File: config.mk
export PLATFORM = sky130hd
export DESIGN_NAME = layer_serializer
export DESIGN_NICKNAME = d
export VERILOG_FILES = /design/src/rtl/layer_pkg.sv /design/src/rtl/layer_serializer.sv
export SDC_FILE = /design/constraint.sdc
export NUM_CORES = 1
export LEC_CHECK = 0
export BUFFER_PORTS_ARGS = -buffer_cell sky130_fd_sc_hd__buf_2
export CAP_MARGIN = 25
export CORE_MARGIN = 4
export CORE_UTILIZATION = 35
export CTS_CLUSTER_SIZE = 24
export DETAILED_ROUTE_END_ITERATION = 8
export GPL_ROUTABILITY_DRIVEN = 0
export GPL_TIMING_DRIVEN = 0
export HOLD_SLACK_MARGIN = 0.15
export SYNTH_ARGS = -nofsm -noshare
export SYNTH_HDL_FRONTEND = slang
export SYNTH_SLANG_ARGS = --single-unit
File: constraint.sdc
create_clock -name clk -period 4.5 [get_ports clk]
set_input_delay 0.9 -clock clk [delete_from_list [all_inputs] [get_ports clk]]
set_output_delay 0.9 -clock clk [all_outputs]
set_load 0.01 [all_outputs]
File: src/rtl/layer_pkg.sv
`default_nettype none
// layer_pkg: shared state encoding and counter-width helper for layer_serializer.
// Rev 1.0
package layer_pkg;

   typedef enum logic {
      IDLE  = 1'b0,
      SHIFT = 1'b1
   } state_t;

   function automatic int cnt_w(input int n);
      return (n > 2) ? $clog2(n) : 1;
   endfunction

endpackage
`default_nettype wire

File: src/rtl/layer_serializer.sv
`default_nettype none
// layer_serializer: gathers one layer's per-neuron results, then streams them one word per cycle.
// Rev 1.0
module layer_serializer
   import layer_pkg::*;
#(
   parameter int NN        = 30,
   parameter int dataWidth = 16
) (
   input  logic                    clk,
   input  logic                    rst,
   input  logic [NN-1:0]           o_valid,
   input  logic [NN*dataWidth-1:0] x_out,
   output logic [dataWidth-1:0]    data_out,
   output logic                    data_valid,
   output logic                    busy,
   output logic                    layer_done,
   output logic                    overrun
);

   localparam int            CW     = cnt_w(NN);
   localparam logic [CW-1:0] c_LAST = CW'(NN - 1);

   state_t                 r_state;
   state_t                 w_state_nxt;
   logic [NN-1:0]          r_mask;
   logic [CW-1:0]          r_count;
   logic [dataWidth-1:0]   r_buf [NN];
   logic                   w_full;
   logic                   w_last;

   // The words arriving in the completing cycle count toward a full mask.
   assign w_full = &(r_mask | o_valid);

   always_comb begin
      w_state_nxt = r_state;
      w_last      = 1'b0;
      case (r_state)
         IDLE: begin
            if (w_full) begin
               w_state_nxt = SHIFT;
            end
         end
         SHIFT: begin
            w_last = (r_count == c_LAST);
            if (w_last) begin
               w_state_nxt = IDLE;
            end
         end
         default: w_state_nxt = IDLE;
      endcase
   end

   always_ff @(posedge clk) begin
      if (rst) begin
         r_state    <= IDLE;
         r_mask     <= '0;
         r_count    <= '0;
         data_out   <= '0;
         data_valid <= 1'b0;
         busy       <= 1'b0;
         layer_done <= 1'b0;
         overrun    <= 1'b0;
      end else begin
         r_state    <= w_state_nxt;
         busy       <= (w_state_nxt == SHIFT);
         data_out   <= '0;
         data_valid <= 1'b0;
         layer_done <= 1'b0;
         if (r_state == IDLE) begin
            r_mask  <= w_full ? '0 : (r_mask | o_valid);
            r_count <= '0;
         end else begin
            data_out   <= r_buf[r_count];
            data_valid <= 1'b1;
            layer_done <= w_last;
            r_count    <= w_last ? '0 : r_count + CW'(1);
            // No backpressure upstream: results landing mid-burst are dropped and flagged.
            if (|o_valid) begin
               overrun <= 1'b1;
            end
         end
      end
   end

   always_ff @(posedge clk) begin
      for (int i = 0; i < NN; i++) begin
         if ((r_state == IDLE) && o_valid[i]) begin
            r_buf[i] <= x_out[i*dataWidth +: dataWidth];
         end
      end
   end

endmodule
`default_nettype wire

# Yosys cells after proc, flatten, opt, wreduce, memory -nomap -nowiden
# Memory sizes are Yosys's and may differ from the RTL's. A register that Yosys moved wholly into a read port is not among the register bits.
# Index checks and enable logic that the tools add are counted.
[classes]
mux = 66
n_bitwise = 2
eq_ne = 1
n_reduce_logical = 35
addsub = 1
[op_table]
columns = ["op", "n"]
rows = [
  ["two-way mux 1 bit", 64],
  ["logical AND 1 bit", 30],
  ["two-way mux 30 bit", 1],
  ["OR 30 bit", 1],
  ["AND reduction 30 bit", 1],
  ["OR reduction 30 bit", 1],
  ["adder 5 x 1 -> 5 bit (second input constant)", 1],
  ["equality test 5 bit (second input constant)", 1],
  ["OR reduction 3 bit", 1],
  ["case mux 1 bit (2 select lines)", 1],
  ["AND reduction 2 bit", 1],
  ["OR reduction 2 bit", 1],
  ["NOT 1 bit", 1],
]
[totals]
memories = 1
mem_bits_rw = 480
output_inout_bits = 20
elab_cells = 112
input_bits = 512
regBits = 39
[mem_list]
columns = ["name", "words", "width", "rd", "rd_ports_with_merged_regs", "wr", "line", "text"]
rows = [
  ["r_buf", 30, 16, 1, 1, 30, "layer_serializer.sv:28", "logic [dataWidth-1:0] r_buf [NN];"],
]

# Longest topological paths before layout
# Gate-level depths: netlist of run 1.
[logic_depth]
depth_word = 4
ltp_mapped = 8
depth_no_buf = 5

# Worst setup path before layout of run 1
# No wires, ideal clock.
[synth_path]
path_kind = "input to register"
startpoint = "input o_valid[11]"
endpoint = "memory r_buf[11][0], enable pin"
required_time_ps = 4108
cell_stages = 1
setup_ps = 392
arrival_ps = 1696
setup_slack_ps = 2413
n_path_buf = 0
path_cell_list = "nor2b_1"
[synth_rtl]
columns = ["element", "line", "text"]
rows = [
  ["from (decl)", "layer_serializer.sv:12", "input logic [NN-1:0] o_valid,"],
  ["to (decl)", "layer_serializer.sv:28", ""],
]

==> run metrics, run 1 <==
run status=complete, no violations; CP endpoint kind=flip-flop; Post-Synth Adder-Cell Area=0.00123; fraction of layout cells with a size suffix above 1=0.468; Synth Warn #=0; Leak Pwr=9.95 nW; mux cell area share after synthesis=0.131; busiest layer in global routing=met2; FILL cells=5099; die footprint=62200 sq um; post-CTS setup buffers=0; gr ovfl total=0; vias in the first global route=13600; Worst EP required=4960 ps; largest net degree at the start of global routing=18; total clock sinks=535; Hold EP=r_buf[19][10]; worst r2r src=r_count[0]; Vias/cell=5.22; synthesized flop and latch total=535; Yosys top cell area share=0.707; initial cell density of the core=0.354; Worst Path Arrival=3080 ps; Post-synth EDFFs=480; Post-Synthesis Cells=1037; first-pass GRT wire length=101 mm; fmax=382 MHz; R2R Setup Slk=1880 ps; CTS Root Cell=clkbuf_16; Slew @ Worst Pin=927 ps; M3 GR Usage=0.0772; net count after synthesis=1551; final WL=74.6 mm; combinational power share=0.053; die width=249 microns; worst hold margin=457 ps; DP Wirelength=58.1 mm; crit start category=flip-flop; worst-path fanout max=10; Fin. Hold Viols=0; clk_skew=15.6 ps; CTS tree=built; Reg clk slew, reported paths=60 ps; DR pass1 iterations=5; hold_sp=x_out[314]; Syn-to-layout area delta=31.3%; post_cts resized=0; die span in y=249 microns; Nets=2170; critical path class=flip-flop to flip-flop; Finished Cell Area=26800 sq um; Async S/R FF share, synth=0; worst hold path depth=1; VDD IR max=275 uV; simple-gate share of the synthesized area=0.0407; Synth Area in Compound Gates=0.0437; via count=13000; maxcap violations=0; pwr/cell area=430 nW/um^2; synth cell count leaders=edfxtp_1, mux4_2, mux2i_1; port bufs=530; Initial DRC Count=1042; relative slew slack=0.381; clk buf depth=3; DRC=0; Avg WL per Cell=29.9 microns; # rows=88; area leader, netlist=edfxtp_1; post-route clock period utilization=0.582; CTS Hold Buffers Added=0; dpl ws=1460 ps; Switching Share=0.208; Reg power frac=0.502; clock latency on the worst-skew pair=620 ps; Synth area leaders=edfxtp_1, mux4_2, dfxtp_1; Final setup viols=0; CTS buffer count=58; synth unique cells=49; M2 GR Usage=0.369; Mean Syn Cell Area=19.7 sq um; Tmin final=2620 ps; Internal Power=0.00913 W; Antenna Violating Nets Remaining=0; met1 Use GR=0.293; Psw=0.00240 W; Reg2Reg Depth=8; count leader, synth=edfxtp_1; Crit Reg-Reg Endpoint=data_out[14]; # IOs=532; core area=57700 sq um; Total GRT Usage=0.231; TNS Setup=0 ps; placed instance area=24700 sq um; Synth Flop Type=edfxtp_1; sequential area share after synthesis=0.761; Synth Cell Area=20400 sq um; Clk network pwr share=0.445; initial antenna violation count=43; Final WS setup=1880 ps; Clock H-tree levels=2; largest family of logic cells by synthesized area=multiplexers; Final Slew Violations=0; Post-Synth XOR/XNOR Area=0.00129; Tightest Hold Check Type=input port to flip-flop; RSZ-0062 raised after global routing=false
stage by stage:
stage	utilization	total power (W)	std cells
finish	0.464	0.0115	2495
global route	0.464	0.0119	2488
CTS	0.463	0.0116	2470
detailed placement	0.427	0.00650	2361
global placement	0.416	0.00642	2332
floorplan	-	0.00605	1037
sequential cells by signal, summed over array words and instances, names as in the netlist:
signal,count
r_buf,480
overrun,1
r_mask,30
r_state,1
r_count,5
data_valid,1
layer_done,1
data_out,16
final cells by class:
type                    instances  area [sq um]  share of cell area
clock inverters                40           541              0.0202
plain buffers                  57           428              0.0160
flip-flops and latches        535         15500               0.579
clock buffers                  69          1520              0.0569
inverters                       3          11.3            0.000420
repair buffers                559          3230               0.120
multi-input cells             442          4520               0.169
well taps                     765           957              0.0357
diodes                         25          62.6             0.00234
placed cells by master, fill, tap and decap left out, drive strengths merged, types with 14 or more instances in the layout:
master	Yosys	routed
dfxtp	55	55
buf	42	601
edfxtp	480	480
clkbuf	14	83
nor2b	34	34
nor3	30	30
clkinv	0	23
mux2i	62	62
mux4	88	88
a22oi	36	36
a21oi	43	43
nor2	40	40
diode	0	25
o22ai	14	14
worst max path at each step:
stage / start / end / slack (ps) / cells after the start
2_1_floorplan: o_valid[11] / r_buf[11][0] / 2410 / 1
3_3_place_gp: o_valid[7] / r_buf[7][11] / 1080 / 2
3_5_place_dp: rst / data_out[13] / 1460 / 6
4_1_cts: r_count[1] / data_out[4] / 1870 / 6
5_1_grt: r_count[1] / data_out[11] / 1790 / 7
6_report: r_count[0] / data_out[14] / 1880 / 8
power by group through the flow:
stage                     registers [W]  clock network, W  logic [W]
after detailed placement        0.00589                 0   0.000618
after global placement          0.00588                 0   0.000541
after global routing            0.00580           0.00544   0.000656
after CTS                       0.00578           0.00523   0.000620
final                           0.00578           0.00513   0.000615
after floorplan                 0.00586                 0   0.000188
worst max-delay path: stages (launching register included):
cell and delay (ps):
dfxtp_1 340, buf_6 190, buf_12 190, buf_6 190, nor2_2 560, buf_4 330, a22oi_1 120, a21oi_1 390
a21oi_1 120
routing by layer:
metal,vias to the layer above,part of all wire
met4,34,0.040
met2,621,0.47
met1,6654,0.39
met5,-,0.0028
met3,151,0.090
li1,5557,-
cells by family (layout without fill, tap and decap cells):
kind of cell,count (synthesis),in the layout
adder cells (fa/ha/maj),2,2
AND/OR/NAND/NOR,155,155
other,0,25
XOR/XNOR,3,3
multiplexers,150,150
flip-flops,535,535
buffers and inverters,60,728
AO/OA/AOI/OAI,132,132
(Power assumes the default switching activity.)
==> run 2, diff against run 1 <==
==> constraint.sdc (replaced) <==
create_clock -name clk -period 2.46 [get_ports clk]
set_input_delay 0.492 -clock clk [delete_from_list [all_inputs] [get_ports clk]]
set_output_delay 0.492 -clock clk [all_outputs]
set_load 0.01 [all_outputs]
==> run 2 against run 1 <==
  * First-iteration DRC count grew 19%
  * The run now ends with negative setup slack left
  * Flip-flop and latch count is the same
  * Critical endpoint is now data_out[13]
  * Largest power group unchanged
  * Register-to-register slack lost 2000 ps
  * Critical path type unchanged
  * Largest cell class unchanged
  * Clock skew shrank 0.51 ps
==> run metrics, run 2 (synthesis results as in run 1) <==
run status=finished with violations; failing checks=negative setup slack; Switching Share=0.212; relative slew slack=0.433; initial cell density of the core=0.354; die span in y=249 microns; fmax=392 MHz; Reg clk slew, reported paths=60 ps; Slew @ Worst Pin=850 ps; Clock H-tree levels=2; combinational power share=0.082; CTS tree=built; Finished Cell Area=31700 sq um; DRC=0; placed instance area=24700 sq um; DR pass1 iterations=5; worst-path fanout max=10; Worst Path Arrival=3010 ps; Nets=2650; port bufs=530; Final WS setup=-88.5 ps; Internal Power=0.0172 W; maxcap violations=0; vias in the first global route=16700; RSZ-0062 raised after global routing=true; gr ovfl total=0; Final setup viols=1; Clk network pwr share=0.432; first-pass GRT wire length=114 mm; CP max stage delay=670 ps; Avg WL per Cell=27.5 microns; CTS Root Cell=clkbuf_16; crit path max-delay cell type=o221ai_1; crit path cell chain=buf_2 > clkbuf_1 > nand2_1 > clkbuf_1 > o221ai_1 > a21oi_1; max reg flops=480; Most common cell on crit path=clkbuf_1; Antenna Violating Nets Remaining=0; clk_skew=15.1 ps; Leak Pwr=12.0 nW; # IOs=532; die footprint=62200 sq um; initial antenna violation count=39; critical path class=flip-flop to flip-flop; Tmin final=2550 ps; pwr/cell area=689 nW/um^2; worst hold margin=291 ps; crit start category=flip-flop; dpl ws=-167 ps; VDD IR max=477 uV; total power=0.0218 W; Reg with most FFs=r_buf; clock latency on the worst-skew pair=620 ps; Total GRT Usage=0.255; via count=15200; Layout Cells excl Fill=2977; Syn-to-layout area delta=55.3%; most frequent cells in the layout=buf_2, dlygate4sd3_1, edfxtp_1, mux4_2, mux2i_1; most common cell after layout, fill and taps aside=buf_2; CP Buf/Inv Count=3; Tightest Hold Check Type=input port to flip-flop; largest net degree at the start of global routing=18; Initial DRC Count=1236; Placed Cells=2361; # rows=88; post-CTS setup buffers=0; critical path's top delay family=buffers and inverters; largest registers=r_buf: 480 flops, r_mask: 30 flops, data_out: 16 flops; final WL=81.9 mm; DP Wirelength=58.1 mm; CTS buffer count=58; Final Slew Violations=0; clk buf depth=3; Vias/cell=5.11; Reg power frac=0.485; core area=57700 sq um; CP endpoint kind=flip-flop; FILL cells=4527; post-route clock period utilization=1.04; fraction of layout cells with a size suffix above 1=0.372; Worst EP required=2920 ps; die width=249 microns; Fin. Hold Viols=0; Psw=0.00462 W; total clock sinks=535
[run 2: power groups by stage]
stage	Clock, W	Combinational (W)	Sequential (W)
floorplan	0	0.000344	0.0107
global placement	0	0.000989	0.0108
detailed placement	0	0.00113	0.0108
CTS	0.00956	0.00177	0.0106
global route	0.00995	0.00189	0.0106
finish	0.00943	0.00179	0.0106
[run 2: worst register-to-register path, cell delays in order (launching register included)]
cell and delay, ps:
dfxtp_1 300, buf_2 230, clkbuf_1 400, nand2_1 280
clkbuf_1 420, o221ai_1 680, a21oi_1 90
[run 2: cell type report]
class	count	area, sq um	share of cell area
Sequential cell	535	15500	0.490
Clock buffer	69	1520	0.0481
Multi-Input combinational cell	442	4610	0.145
Tap cell	765	957	0.0302
Clock inverter	40	541	0.0171
Antenna cell	27	67.6	0.00213
Buffer	57	433	0.0137
Timing Repair Buffer	1039	8030	0.253
Inverter	3	11.3	0.000355
[run 2: through the flow]
stage / utilization / setup TNS [ps]
final: 0.549 / -88.5
after global routing: 0.549 / -175
after CTS: 0.547 / -392
after detailed placement: 0.427 / -1360
after global placement: 0.416 / -226800
after floorplan: - / 0
[run 2: final timing paths]
kind | startpoint | end | slack, ps | depth (start not counted)
max | r_count[3] | data_out[13] | -90 | 6
max reg2reg | r_count[3] | data_out[13] | -90 | 6
min reg2reg | overrun | overrun | 470 | 2
min | rst | r_mask[0] | 290 | 2
[run 2: repair_timing]
| action | 4_1_cts | 5_1_grt |
|---|---|---|
| hold endpoints to repair | 480 | 0 |
| endpoints found under the setup margin | 10 | 12 |
| resized for setup | 6 | 12 |
| cloned | 0 | 0 |
| hold buffers | 480 | 0 |
[run 2: layer usage]
layer | share of wire | GRT usage | up-vias
li1 | - | - | 6515
met1 | 0.38 | 0.314 | 7658
met2 | 0.49 | 0.422 | 813
met3 | 0.086 | 0.0762 | 198
met4 | 0.042 | 0.104 | 30
met5 | 0.0022 | 0 | -
==> run 3, diff against run 2 <==
--- a/config.mk
+++ b/config.mk
@@ -7,13 +7,14 @@
 export LEC_CHECK = 0
 export BUFFER_PORTS_ARGS = -buffer_cell sky130_fd_sc_hd__buf_2
 export CAP_MARGIN = 25
-export CORE_MARGIN = 4
-export CORE_UTILIZATION = 35
+export CORE_AREA = 4 4 208 210
 export CTS_CLUSTER_SIZE = 24
 export DETAILED_ROUTE_END_ITERATION = 8
+export DIE_AREA = 0 0 212 214
 export GPL_ROUTABILITY_DRIVEN = 0
 export GPL_TIMING_DRIVEN = 0
 export HOLD_SLACK_MARGIN = 0.15
+export PLACE_DENSITY = 0.75
 export SYNTH_ARGS = -nofsm -noshare
 export SYNTH_HDL_FRONTEND = slang
 export SYNTH_SLANG_ARGS = --single-unit
==> run 3 against run 2 <==
  * The flow now stops in clock tree synthesis (4_1_cts)
  * Synthesized cell count unchanged
  * Area after synthesis unchanged
==> run metrics, run 3 <==
Yosys top cell area share=0.707; Async S/R FF share, synth=0; CTS Root Cell=clkbuf_16; synthesized flop and latch total=535; post-CTS setup buffers=0; CTS Hold Buffers Added=448; Mean Syn Cell Area=19.7 sq um; Clock H-tree levels=2; CTS buffer count=54; sequential area share after synthesis=0.761; Synth Warn #=0; DP Wirelength=52.7 mm; clk buf depth=3; last step reached=clock tree synthesis (4_1_cts); net count after synthesis=1551; synth cell count leaders=edfxtp_1, mux4_2, mux2i_1; count leader, synth=edfxtp_1; # IOs=532; Post-synth EDFFs=480; First Error=[ERROR RSZ-0060] Max buffer count reached.; initial cell density of the core=0.491; # rows=75; synth unique cells=49; port bufs=530; area leader, netlist=edfxtp_1; die width=212 microns; Post-Synthesis Cells=1037; dpl ws=-89.1 ps; run status=stopped before the end; Synth Cell Area=20400 sq um; Synth area leaders=edfxtp_1, mux4_2, dfxtp_1; total clock sinks=535; die span in y=214 microns; post_cts resized=6; Synth Flop Type=edfxtp_1
==> run 3: cell counts after synthesis <==
Identical to the previous run, type by type.
==> run 3: per-stage QoR <==
stage	area [sq um]	hold WS, ps	std cells
2_1_floorplan	20400	469	1037
3_3_place_gp	23700	444	2106
3_5_place_dp	24300	448	2136
==> run 3: logic make-up after synthesis <==
group | Yosys count | synth area share
flops | 535 | 0.761
fa+ha+maj | 2 | 0.00123
mux | 150 | 0.131
xor+xnor | 3 | 0.00129
buf+inv | 60 | 0.0215
simple gates | 155 | 0.0407
compound gates | 132 | 0.0437
==> run 4, diff against run 3 <==
--- a/config.mk
+++ b/config.mk
@@ -7,14 +7,12 @@
 export LEC_CHECK = 0
 export BUFFER_PORTS_ARGS = -buffer_cell sky130_fd_sc_hd__buf_2
 export CAP_MARGIN = 25
-export CORE_AREA = 4 4 208 210
-export CTS_CLUSTER_SIZE = 24
+export CORE_MARGIN = 4
+export CORE_UTILIZATION = 40
 export DETAILED_ROUTE_END_ITERATION = 8
-export DIE_AREA = 0 0 212 214
 export GPL_ROUTABILITY_DRIVEN = 0
 export GPL_TIMING_DRIVEN = 0
-export HOLD_SLACK_MARGIN = 0.15
-export PLACE_DENSITY = 0.75
+export PLACE_DENSITY_LB_ADDON = 0.15
 export SYNTH_ARGS = -nofsm -noshare
 export SYNTH_HDL_FRONTEND = slang
 export SYNTH_SLANG_ARGS = --single-unit
==> run 4 against run 3 <==
  * The flow now finishes without violations
==> run metrics, run 4 (synthesis results as in run 1) <==
fraction of layout cells with a size suffix above 1=0.469; die span in y=234 microns; Worst Path Arrival=2920 ps; CTS Root Cell=clkbuf_16; initial antenna violation count=30; Antenna Violating Nets Remaining=0; FILL cells=4202; RSZ-0062 raised after global routing=true; placed instance area=24500 sq um; port bufs=530; largest net degree at the start of global routing=17; final WL=71.2 mm; CP max stage delay=630 ps; CTS buffer count=56; Final setup viols=0; DP Wirelength=56.0 mm; gr ovfl total=0; Vias/cell=5.34; maxcap violations=0; crit path max-delay cell type=o221ai_1; Final WS setup=9.76 ps; Clock H-tree levels=2; most frequent cells in the layout=buf_2, edfxtp_1, mux4_2, mux2i_1, clkbuf_16; post-route clock period utilization=0.996; worst hold margin=43.7 ps; Initial DRC Count=1149; Avg WL per Cell=29.8 microns; CP Depth=6; Leak Pwr=9.90 nW; Reg with most FFs=r_buf; Total GRT Usage=0.255; clk_skew=24.6 ps; post-CTS setup buffers=0; clk buf depth=3; crit path cell chain=buf_2 > clkbuf_1 > nand2_1 > clkbuf_1 > o221ai_1 > a21oi_1; dpl ws=-42.3 ps; TNS Setup=0 ps; Worst EP required=2930 ps; CP Buf/Inv Count=3; max reg flops=480; # rows=82; final core occ=0.528; total clock sinks=535; Reg clk slew, reported paths=60 ps; Tightest Hold Check Type=input port to flip-flop; die footprint=54700 sq um; vias in the first global route=13200; pwr/cell area=776 nW/um^2; die width=234 microns; DRC=0; CTS tree=built; critical path class=flip-flop to flip-flop; crit start category=flip-flop; Final Slew Violations=0; Finished Cell Area=26600 sq um; fmax=408 MHz; relative slew slack=0.449; Crit. Startpoint=r_count[3]; worst hold path depth=1; DR pass1 iterations=5; Crit Reg-Reg Endpoint=data_out[15]; run status=complete, no violations; VDD IR max=595 uV; first-pass GRT wire length=96.3 mm; Tmin final=2450 ps; worst r2r src=r_count[3]; critical path's top delay family=buffers and inverters; Syn-to-layout area delta=30.2%; clock latency on the worst-skew pair=620 ps; # IOs=532; most common cell after layout, fill and taps aside=buf_2; Most common cell on crit path=clkbuf_1; Slew @ Worst Pin=826 ps; Fin. Hold Viols=0; Nets=2169; CP endpoint kind=flip-flop; worst-path fanout max=10; initial cell density of the core=0.406; Reg2Reg Depth=6; R2R Setup Slk=10 ps; core area=50300 sq um; CP Capture Point=data_out[15]; via count=12800; largest registers=r_buf: 480 flops, r_mask: 30 flops, data_out: 16 flops
run 4: where the power goes:
part / switching, W / total, W / internal, W
Clock: 0.00357 / 0.00893 / 0.00537
Sequential: 0.000124 / 0.0106 / 0.0104
Combinational: 0.000555 / 0.00111 / 0.000555
Total: 0.00424 / 0.0206 / 0.0164
run 4: repair_timing:
action / CTS / global route
hold buffers: 0 / 0
gates resized for setup: 4 / 5
pin swaps: 0 / 0
endpoints found under the setup margin: 6 / 11
run 4: area by class of cell:
| type | count | area (sq um) | area share |
|---|---|---|---|
| antenna | 19 | 47.5 | 0.00179 |
| clock buffer | 62 | 1450 | 0.0544 |
| multi-input combinational | 442 | 4550 | 0.172 |
| inverter | 3 | 11.3 | 0.000424 |
| timing repair buffer | 560 | 3220 | 0.121 |
| buffer | 57 | 433 | 0.0163 |
| sequential | 535 | 15500 | 0.584 |
| clock inverter | 41 | 483 | 0.0182 |
| tap | 672 | 841 | 0.0317 |
run 4: worst min path at each step:
stage                     from           end  slack (ps)
floorplan           r_mask[10]    r_mask[10]         470
global placement       overrun       overrun         440
detailed placement     overrun       overrun         440
CTS                 x_out[280]  r_buf[17][8]           2
global route         x_out[40]   r_buf[2][8]          20
finish              x_out[312]  r_buf[19][8]          40
run 4: routing by layer:
metal / vias to the layer above / GRT usage / routed length [microns]
met5: - / 0 / 176
met1: 6508 / 0.341 / 28300
li1: 5539 / - / -
met2: 558 / 0.413 / 34500
met3: 130 / 0.0695 / 6450
met4: 30 / 0.0702 / 1840
run 4: through the flow:
step / instances / total power, W
global route: 2381 / 0.0212
floorplan: 1037 / 0.0111
global placement: 2239 / 0.0117
detailed placement: 2269 / 0.0119
finish: 2391 / 0.0206
CTS: 2372 / 0.0208
